**config.mk**
```make
export PLATFORM = sky130hd
export DESIGN_NAME = frame_slot_scheduler
export DESIGN_NICKNAME = d
export VERILOG_FILES = /design/src/rtl/frame_slot_scheduler.sv
export SDC_FILE = /design/constraint.sdc
export NUM_CORES = 1
export LEC_CHECK = 0
export CAP_MARGIN = 40
export CORE_AREA = 2 2 79 81
export CTS_CLUSTER_SIZE = 14
export DETAILED_ROUTE_END_ITERATION = 8
export DIE_AREA = 0 0 81 83
export PLACE_DENSITY = 0.8
export SLEW_MARGIN = 15
export SYNTH_ARGS = -nofsm -noshare
export SYNTH_HDL_FRONTEND = slang
export SYNTH_SLANG_ARGS = --single-unit
```
**constraint.sdc**
```tcl
create_clock -name clk_i -period 4.2 [get_ports clk_i]
set_input_delay 0.84 -clock clk_i [delete_from_list [all_inputs] [get_ports clk_i]]
set_output_delay 0.84 -clock clk_i [all_outputs]
set_load 0.1 [all_outputs]
```
**src/rtl/frame_slot_scheduler.sv**
```systemverilog
// Frame-slot scheduler: hands DDR frame-buffer slots to the frame writer and reader.
// Optional drop/repeat statistics counters are built when FRAME_SLOT_SCHED_STATS_EN is defined.
module frame_slot_scheduler #(
  parameter longint unsigned START_ADDR    = 0,
  parameter int unsigned     FRAMES_AMOUNT = 3,
  parameter int unsigned     FRAME_RES_X   = 1920,
  parameter int unsigned     FRAME_RES_Y   = 1080,
  parameter int unsigned     TDATA_WIDTH   = 16,
  parameter int unsigned     ADDR_WIDTH    = 32,
  localparam int unsigned    SLOT_W        = $clog2(FRAMES_AMOUNT)
) (
  input  logic                  clk_i,
  input  logic                  rst_i,
  input  logic                  wr_req_i,
  input  logic                  wr_done_i,
  output logic                  wr_gnt_o,
  output logic [ADDR_WIDTH-1:0] wr_base_addr_o,
  output logic [SLOT_W-1:0]     wr_slot_o,
  input  logic                  rd_req_i,
  output logic                  rd_gnt_o,
  output logic                  rd_valid_o,
  output logic [ADDR_WIDTH-1:0] rd_base_addr_o,
  output logic [SLOT_W-1:0]     rd_slot_o,
  output logic [15:0]           drop_cnt_o,
  output logic [15:0]           repeat_cnt_o
);

  localparam int unsigned LOCAL_TDATA_WIDTH = (TDATA_WIDTH <= 8)  ? 8  :
                                              (TDATA_WIDTH <= 16) ? 16 :
                                              (TDATA_WIDTH <= 32) ? 32 : 64;
  localparam logic [63:0] SLOT_BYTES = 64'(FRAME_RES_X) * 64'(FRAME_RES_Y) *
                                       64'(LOCAL_TDATA_WIDTH / 8);
  localparam logic [63:0] END_ADDR   = 64'(START_ADDR) + 64'(FRAMES_AMOUNT) * SLOT_BYTES;
  localparam int unsigned CNT_W      = $clog2(FRAMES_AMOUNT + 1);

  // Elaboration-time parameter sanity checks
  if (FRAMES_AMOUNT < 3) begin : g_bad_frames
    $error("frame_slot_scheduler: FRAMES_AMOUNT must be at least 3");
  end
  if (ADDR_WIDTH < 64) begin : g_addr_chk
    if (END_ADDR > (64'(1) << ADDR_WIDTH)) begin : g_bad_addr
      $error("frame_slot_scheduler: frame slots exceed the address space");
    end
  end

  typedef enum logic [1:0] {
    SLOT_FREE    = 2'd0,
    SLOT_WRITING = 2'd1,
    SLOT_READY   = 2'd2,
    SLOT_READING = 2'd3
  } slot_state_e;

  logic [ADDR_WIDTH-1:0] base_tab [FRAMES_AMOUNT];

  for (genvar g = 0; g < FRAMES_AMOUNT; g++) begin : g_base
    assign base_tab[g] = ADDR_WIDTH'(64'(START_ADDR) + 64'(g) * SLOT_BYTES);
  end

  slot_state_e           state_q [FRAMES_AMOUNT];
  slot_state_e           state_n [FRAMES_AMOUNT];
  // READY list: entry 0 is the oldest completed frame, entry cnt-1 the newest
  logic [SLOT_W-1:0]     list_q  [FRAMES_AMOUNT];
  logic [SLOT_W-1:0]     list_n  [FRAMES_AMOUNT];
  logic [CNT_W-1:0]      cnt_q;
  logic [CNT_W-1:0]      cnt_n;

  logic [SLOT_W-1:0]     wr_slot_n;
  logic [ADDR_WIDTH-1:0] wr_addr_n;
  logic [SLOT_W-1:0]     rd_slot_n;
  logic [ADDR_WIDTH-1:0] rd_addr_n;
  logic                  rd_valid_n;
  logic                  drop_evt;
  logic                  repeat_evt;

  logic                  w_found;
  logic [SLOT_W-1:0]     w_idx;
  logic                  r_found;
  logic [SLOT_W-1:0]     r_idx;
  logic                  f_found;
  logic [SLOT_W-1:0]     f_idx;
  logic [SLOT_W-1:0]     tail;
  logic [SLOT_W-1:0]     alloc;

  // Events applied in fixed order: completion, then read, then write allocation
  always_comb begin
    state_n    = state_q;
    list_n     = list_q;
    cnt_n      = cnt_q;
    wr_slot_n  = wr_slot_o;
    wr_addr_n  = wr_base_addr_o;
    rd_slot_n  = rd_slot_o;
    rd_addr_n  = rd_base_addr_o;
    rd_valid_n = rd_valid_o;
    drop_evt   = 1'b0;
    repeat_evt = 1'b0;
    w_found    = 1'b0;
    w_idx      = '0;
    r_found    = 1'b0;
    r_idx      = '0;
    f_found    = 1'b0;
    f_idx      = '0;
    tail       = '0;
    alloc      = '0;

    for (int i = 0; i < int'(FRAMES_AMOUNT); i++) begin
      if (!w_found && state_q[i] == SLOT_WRITING) begin
        w_found = 1'b1;
        w_idx   = SLOT_W'(i);
      end
      if (!r_found && state_q[i] == SLOT_READING) begin
        r_found = 1'b1;
        r_idx   = SLOT_W'(i);
      end
    end

    if (wr_done_i && w_found) begin
      state_n[w_idx]             = SLOT_READY;
      list_n[SLOT_W'(cnt_n)]     = w_idx;
      cnt_n                      = cnt_n + CNT_W'(1);
    end

    if (rd_req_i) begin
      if (cnt_n != '0) begin
        if (r_found) begin
          state_n[r_idx] = SLOT_FREE;
        end
        tail           = list_n[SLOT_W'(cnt_n - CNT_W'(1))];
        state_n[tail]  = SLOT_READING;
        cnt_n          = cnt_n - CNT_W'(1);
        rd_slot_n      = tail;
        rd_addr_n      = base_tab[tail];
        rd_valid_n     = 1'b1;
      end else if (r_found) begin
        repeat_evt = 1'b1;
        rd_slot_n  = r_idx;
        rd_addr_n  = base_tab[r_idx];
        rd_valid_n = 1'b1;
      end else begin
        rd_valid_n = 1'b0;
      end
    end

    if (wr_req_i) begin
      // A frame still being written is aborted and its slot recycled
      if (w_found && !wr_done_i) begin
        state_n[w_idx] = SLOT_FREE;
      end
      for (int i = int'(FRAMES_AMOUNT) - 1; i >= 0; i--) begin
        if (state_n[i] == SLOT_FREE) begin
          f_found = 1'b1;
          f_idx   = SLOT_W'(i);
        end
      end
      if (f_found) begin
        alloc = f_idx;
      end else begin
        alloc = list_n[0];
        for (int i = 0; i < int'(FRAMES_AMOUNT) - 1; i++) begin
          list_n[i] = list_n[i+1];
        end
        cnt_n    = cnt_n - CNT_W'(1);
        drop_evt = 1'b1;
      end
      state_n[alloc] = SLOT_WRITING;
      wr_slot_n      = alloc;
      wr_addr_n      = base_tab[alloc];
    end
  end

  always_ff @(posedge clk_i or negedge rst_i) begin
    if (!rst_i) begin
      for (int i = 0; i < int'(FRAMES_AMOUNT); i++) begin
        state_q[i] <= SLOT_FREE;
        list_q[i]  <= '0;
      end
      cnt_q          <= '0;
      wr_gnt_o       <= 1'b0;
      rd_gnt_o       <= 1'b0;
      rd_valid_o     <= 1'b0;
      wr_slot_o      <= '0;
      rd_slot_o      <= '0;
      wr_base_addr_o <= ADDR_WIDTH'(START_ADDR);
      rd_base_addr_o <= ADDR_WIDTH'(START_ADDR);
    end else begin
      state_q        <= state_n;
      list_q         <= list_n;
      cnt_q          <= cnt_n;
      wr_gnt_o       <= wr_req_i;
      rd_gnt_o       <= rd_req_i;
      rd_valid_o     <= rd_valid_n;
      wr_slot_o      <= wr_slot_n;
      rd_slot_o      <= rd_slot_n;
      wr_base_addr_o <= wr_addr_n;
      rd_base_addr_o <= rd_addr_n;
    end
  end

`ifdef FRAME_SLOT_SCHED_STATS_EN
  // Saturating drop / repeat statistics
  always_ff @(posedge clk_i or negedge rst_i) begin
    if (!rst_i) begin
      drop_cnt_o   <= '0;
      repeat_cnt_o <= '0;
    end else begin
      if (drop_evt && drop_cnt_o != 16'hFFFF) begin
        drop_cnt_o <= drop_cnt_o + 16'd1;
      end
      if (repeat_evt && repeat_cnt_o != 16'hFFFF) begin
        repeat_cnt_o <= repeat_cnt_o + 16'd1;
      end
    end
  end
`else
  logic unused_evt;
  assign unused_evt   = drop_evt ^ repeat_evt;
  assign drop_cnt_o   = '0;
  assign repeat_cnt_o = '0;
`endif

endmodule

```
==> run metrics, run 1 <==
outcome=complete, no violations; row count=28; number of flops mapped to enable cells by yosys=0; Die Wd=81 µm; Main synth FF type=dfrtp_1; Worst EP required=4.37 ns; gr ovfl total=0; MaxCap Viol Count=0; flops & latches, synth=27; worst skew pair latency=0.29 ns; Hold Path Origin=rd_valid_o; Tcrit/Tclk final=0.932; DR vias=1896; M1 GR Usage=0.185; first-pass GRT wire length=8110 µm; Data arrival, critical path=4.08 ns; asr flop ratio synth=1.00; CTS tree=built; # IOs=108; CTS Sinks=27; Die Area=0.00672 mm²; ANT nets after route=0; share of cells above drive strength 1=0.215; dpl cells=406; clk slew on worst S/H paths=0.09 ns; wire per inst=12.0 µm; drt total wl=4940 µm; vias per inst=4.62; Slew Limit Fails=0; Netlist cell types=46; WHS Path Cells=1; FMAX=256 MHz; crit-path max FO=5; Syn-to-layout area delta=25.7%; Hold Vio Cnt, Final=0; vias in the first global route=1726; R2R cell count=15; CTS Root Cell=clkbuf_8; Non-Filler Instances=410; Reg-to-Reg End=cnt_q[1]; met3 Track Usage GR=0.0163; drt drc=0; post-route minimum period=3.91 ns; Warnings, synthesis=0; synthesized area=0.00243 mm²; Avg Synthesized Cell Area=8.80 µm²; RSZ-0062 raised after global routing=false; CTS Hold Bufs=0; port buffer count=33; Worst R2R Setup Slack=0.35 ns; Reg-to-Reg Start=state_q[5]; hold endpoint=rd_valid_o; Worst Setup End Kind=flip-flop; final net count=353; largest net degree at the start of global routing=28; clk buf depth=2; Setup CP Type=in2reg; register area share after synthesis=0.278; CP Launch Type=input pin; n_diodes=0; Synth Instances=276; H-tree Lvls=1; Final GP Congestion=0.855; Setup Skew=0.00815 ns; grt peak-use layer=met2; GRT Overall Usage=0.152; HP Class=reg2reg; core area=0.00582 mm²; GR Layer Usage met2=0.274; initial antenna violation count=0; CTS Buf Count=3; 1st-pass router iterations=4; dpl hpwl=3860 µm; Die Ht=83 µm; initial DRC count=86; initial core utilization=0.418; setup violators final=0
-- layout make-up --
| type | instances | area, µm² |
|---|---|---|
| repair buffers | 76 | 871 |
| flip-flops and latches | 27 | 676 |
| fillers | 525 | 2760 |
| clock inverters | 1 | 5.00 |
| inverters | 18 | 67.6 |
| clock buffers | 3 | 41.3 |
| multi-input cells | 210 | 1300 |
| well taps | 75 | 93.8 |
-- per-stage QoR --
stage / instance area, µm² / hold WS (ns) / worst slack, ns / setup TNS, ns / util
after floorplan: 2700 / 0.458 / 0.513 / 0 / -
after global placement: 2530 / 0.468 / 0.0707 / 0 / 0.435
after detailed placement: 2970 / 0.473 / -0.134 / -0.305 / 0.510
after CTS: 3010 / 0.493 / 0.0503 / 0 / 0.518
after global routing: 3050 / 0.496 / 0.0429 / 0 / 0.525
final: 3050 / 0.489 / 0.287 / 0 / 0.525
-- timing repair --
| item | 4_1_cts | 5_1_grt |
|---|---|---|
| gates cloned | 0 | 0 |
| gates resized for setup | 1 | 9 |
| setup buffers | 0 | 0 |
| setup endpoints to repair | 2 | 14 |
-- cells in the mapped netlist (all sizes together), types with 2 or more instances --
cell type	count	area, µm²
nor2	16	60.1
dfrtp	27	676
ha	12	150
and2b	2	20.0
inv	18	67.6
nor2b	3	18.8
nand2b	5	31.3
and3	2	12.5
or2b	2	15.0
a31oi	6	37.5
nor3	3	15.0
and2	3	18.8
o22ai	3	18.8
xnor2	3	33.8
a21oi	11	55.1
a21o	3	22.5
and4	2	17.5
o22a	5	43.8
a22oi	2	15.0
buf	93	697
o21ai	5	25.0
a31o	3	26.3
mux2	6	71.3
nand2	18	67.6
a211oi	3	22.5
nand3	2	10.0
mux2i	4	40.0
-- critical path, stage by stage --
cell and delay (ns):
clkdlybuf4s50_1 0.46, o31ai_4 0.10, mux2i_2 0.29, inv_1 0.09, ha_2 0.42, nor3_2 0.07, a31oi_2 0.22, ha_1 0.17
nor2b_1 0.16, nand2_1 0.09, buf_4 0.16, a211oi_1 0.28, and3_1 0.34, a211oi_1 0.11, a211oi_1 0.26
-- cells by family (layout without fill, tap and decap cells) --
| logic type | Yosys count | after routing | synth area share |
|---|---|---|---|
| other cells | 1 | 74 | 0.00154 |
| compound gates | 51 | 51 | 0.153 |
| flops | 27 | 27 | 0.278 |
| buf+inv | 112 | 98 | 0.316 |
| xor+xnor | 3 | 3 | 0.0139 |
| simple gates | 60 | 60 | 0.129 |
| fa+ha+maj | 12 | 12 | 0.0618 |
| mux | 10 | 10 | 0.0458 |
-- per-layer routing --
| metal | share of wire | wire length, µm |
|---|---|---|
| met1 | 0.39 | 1900 |
| met2 | 0.53 | 2620 |
| met3 | 0.066 | 325 |
| met4 | 0.017 | 83 |
| met5 | 0 | 0 |
-- flip-flops by register name, indices dropped and copies added (netlist names) --
signal	flops
wr_slot_o	2
rd_base_addr_o	3
rd_slot_o	2
rd_gnt_o	1
state_q	6
list_q	6
rd_valid_o	1
wr_gnt_o	1
wr_base_addr_o	3
cnt_q	2
-- cell usage in the layout, fill, tap and decap left out, drive strengths merged, types with 6 or more instances in the layout --
cell type	count
dfrtp	27
clkdlybuf4s50	33
conb	74
a21oi	11
inv	18
nand2	18
ha	12
buf	43
nor2	16
a31oi	6
mux2	6
-- worst max-delay path by stage --
stage	to	startpoint	cells past startpoint
floorplan	state_q[4]	state_q[5]	15
global placement	state_q[4]	wr_done_i	15
detailed placement	state_q[4]	wr_done_i	15
CTS	state_q[4]	wr_done_i	15
global route	state_q[4]	wr_done_i	17
finish	cnt_q[1]	wr_done_i	15
Power of run 1 is left out: the tool's default activity adds up to more than one toggle a clock period on the data nets, which glitch-free logic cannot reach.
==> run 2, diff against run 1 <==
Settings changed: CORE_AREA 2 2 79 81 to 2 2 70 99, DIE_AREA 0 0 81 83 to 0 0 72 101, PLACE_DENSITY 0.8 to 0.77.
Clock period 4.2 ns to 3.5 ns, I/O delays scaled along.
==> run 2 against run 1 <==
Net effect: sequential share of layout area shrank 1.5 points; design area rose by 7.5%; first-iteration DRC count is 21% lower; via count up 3.4%; non-clock buffer count up 23.
==> run metrics, run 2 (synthesized netlist as in run 1, its figures left out) <==
outcome=complete, no violations; ANT nets after route=0; Die Wd=72 µm; CP most frequent cell=buf_6; # IOs=108; CTS Hold Bufs=0; Worst path slowest cell=dfrtp_1; FMAX=295 MHz; worst-path cell chain=and2b_4 > o31ai_4 > buf_6 > xnor2_4 > buf_6 > ha_4 > nor3_4 > a31oi_4 > buf_6 > ha_2 > nor2b_4 > nand2_2 > a21oi_2 > nand2_1 > a21boi_2 > inv_1 > ha_2 > a221o_1; share of cells above drive strength 1=0.321; Die Area=0.00727 mm²; most common cell after layout, fill and taps aside=conb_1; vias per inst=4.54; Setup Skew=0.00419 ns; Max-slew headroom=0.628; Final Core Density=0.510; gr ovfl total=0; worst skew pair latency=0.27 ns; CTS tree=built; most frequent cells in the layout=conb_1 (74), buf_4 (45), dfrtp_1 (26), clkdlybuf4s50_1 (26), buf_8 (24); GR Layer Usage met2=0.265; wire per inst=11.8 µm; final net count=376; Hold Vio Cnt, Final=0; crit-path max FO=5; CTS Buf Count=3; setup violators final=0; drt total wl=5090 µm; Data arrival, critical path=3.55 ns; M1 GR Usage=0.165; Worst Setup End Kind=flip-flop; HP Class=reg2reg; post-route minimum period=3.39 ns; largest net degree at the start of global routing=18; H-tree Lvls=1; row count=35; DR vias=1960; clk slew on worst S/H paths=0.09 ns; GRT Overall Usage=0.142; Die Ht=101 µm; top flop regs=list_q x6, state_q x6; first-pass GRT wire length=8200 µm; initial DRC count=68; port buffer count=33; Slew Limit Fails=0; Final GP Congestion=0.887; drt drc=0; n_diodes=0; clk buf depth=2; CTS Sinks=27; grt peak-use layer=met2; MaxCap Viol Count=0; Worst EP required=3.67 ns; core area=0.00644 mm²; initial core utilization=0.377; Tcrit/Tclk final=0.967; met3 Track Usage GR=0.0180; Setup CP Type=reg2reg; dpl hpwl=4130 µm; Fill cells=570; vias in the first global route=1808; CP Launch Type=flip-flop; 1st-pass router iterations=4; initial antenna violation count=0; Least-Margin Pin Slew=0.553 ns; Syn-to-layout area delta=35.1%; CTS Root Cell=clkbuf_8; Crit path largest cell delay=0.40 ns
[run 2: cell types whose count changed in the layout (fill, tap and decap cells not counted), sizes merged]
cell / change
clkbuf: +1
clkinv: -1
clkdlybuf4s50: -7
clkdlybuf4s15: +1
buf: +29
[run 2: final cells by class]
type	count	area, µm²	share of cell area
multi-input combinational	210	1400	0.425
timing repair buffer	99	1000	0.306
sequential	27	677	0.206
tap	74	92.6	0.0282
inverter	18	67.6	0.0206
clock buffer	4	45.0	0.0137
[run 2: path summary, 6_finish.rpt]
check	startpoint	end	slack (ns)	cells after the start
max	state_q[4]	state_q[4]	0.11	18
min	rd_valid_o	rd_valid_o	0.49	1
max reg2reg	state_q[4]	state_q[4]	0.11	18
min reg2reg	rd_valid_o	rd_valid_o	0.49	1
max in group asynchronous	rst_i	list_q[2]	2.39	3
min in group asynchronous	rst_i	wr_gnt_o	0.74	2
[run 2: worst max-delay path, delay by kind of cell, from the launching register on]
family / cells / cell delay, ns
flip-flops: 1 / 0.40
AND/OR/NAND/NOR: 5 / 0.57
XOR/XNOR: 1 / 0.08
adder cells (fa/ha/maj): 3 / 0.65
buffers and inverters: 4 / 0.49
AO/OA/AOI/OAI: 5 / 1.10
[run 2: what timing repair did]
action	CTS	global route
setup endpoints to repair	15	15
buffers inserted	3	0
gates resized for setup	7	20
hold endpoints to repair	0	0
pin swaps	3	7
cloned	0	0
[run 2: per-layer routing]
layer	part of all wire	vias up
met3	0.067	8
li1	-	931
met5	0	-
met1	0.38	918
met4	0.015	0
met2	0.54	103
[run 2: metrics by stage]
step	TNS, ns	setup WS, ns	instance area [µm²]	cells	hold WS [ns]
floorplan	0	0.000576	2740	349	0.404
global placement	-6.06	-0.495	2740	401	0.473
detailed placement	-6.49	-0.533	3080	424	0.474
CTS	0	0.00280	3160	431	0.496
global route	-0.0243	-0.0243	3280	432	0.523
finish	0	0.114	3280	432	0.494
Power of run 2 is left out for the same reason.
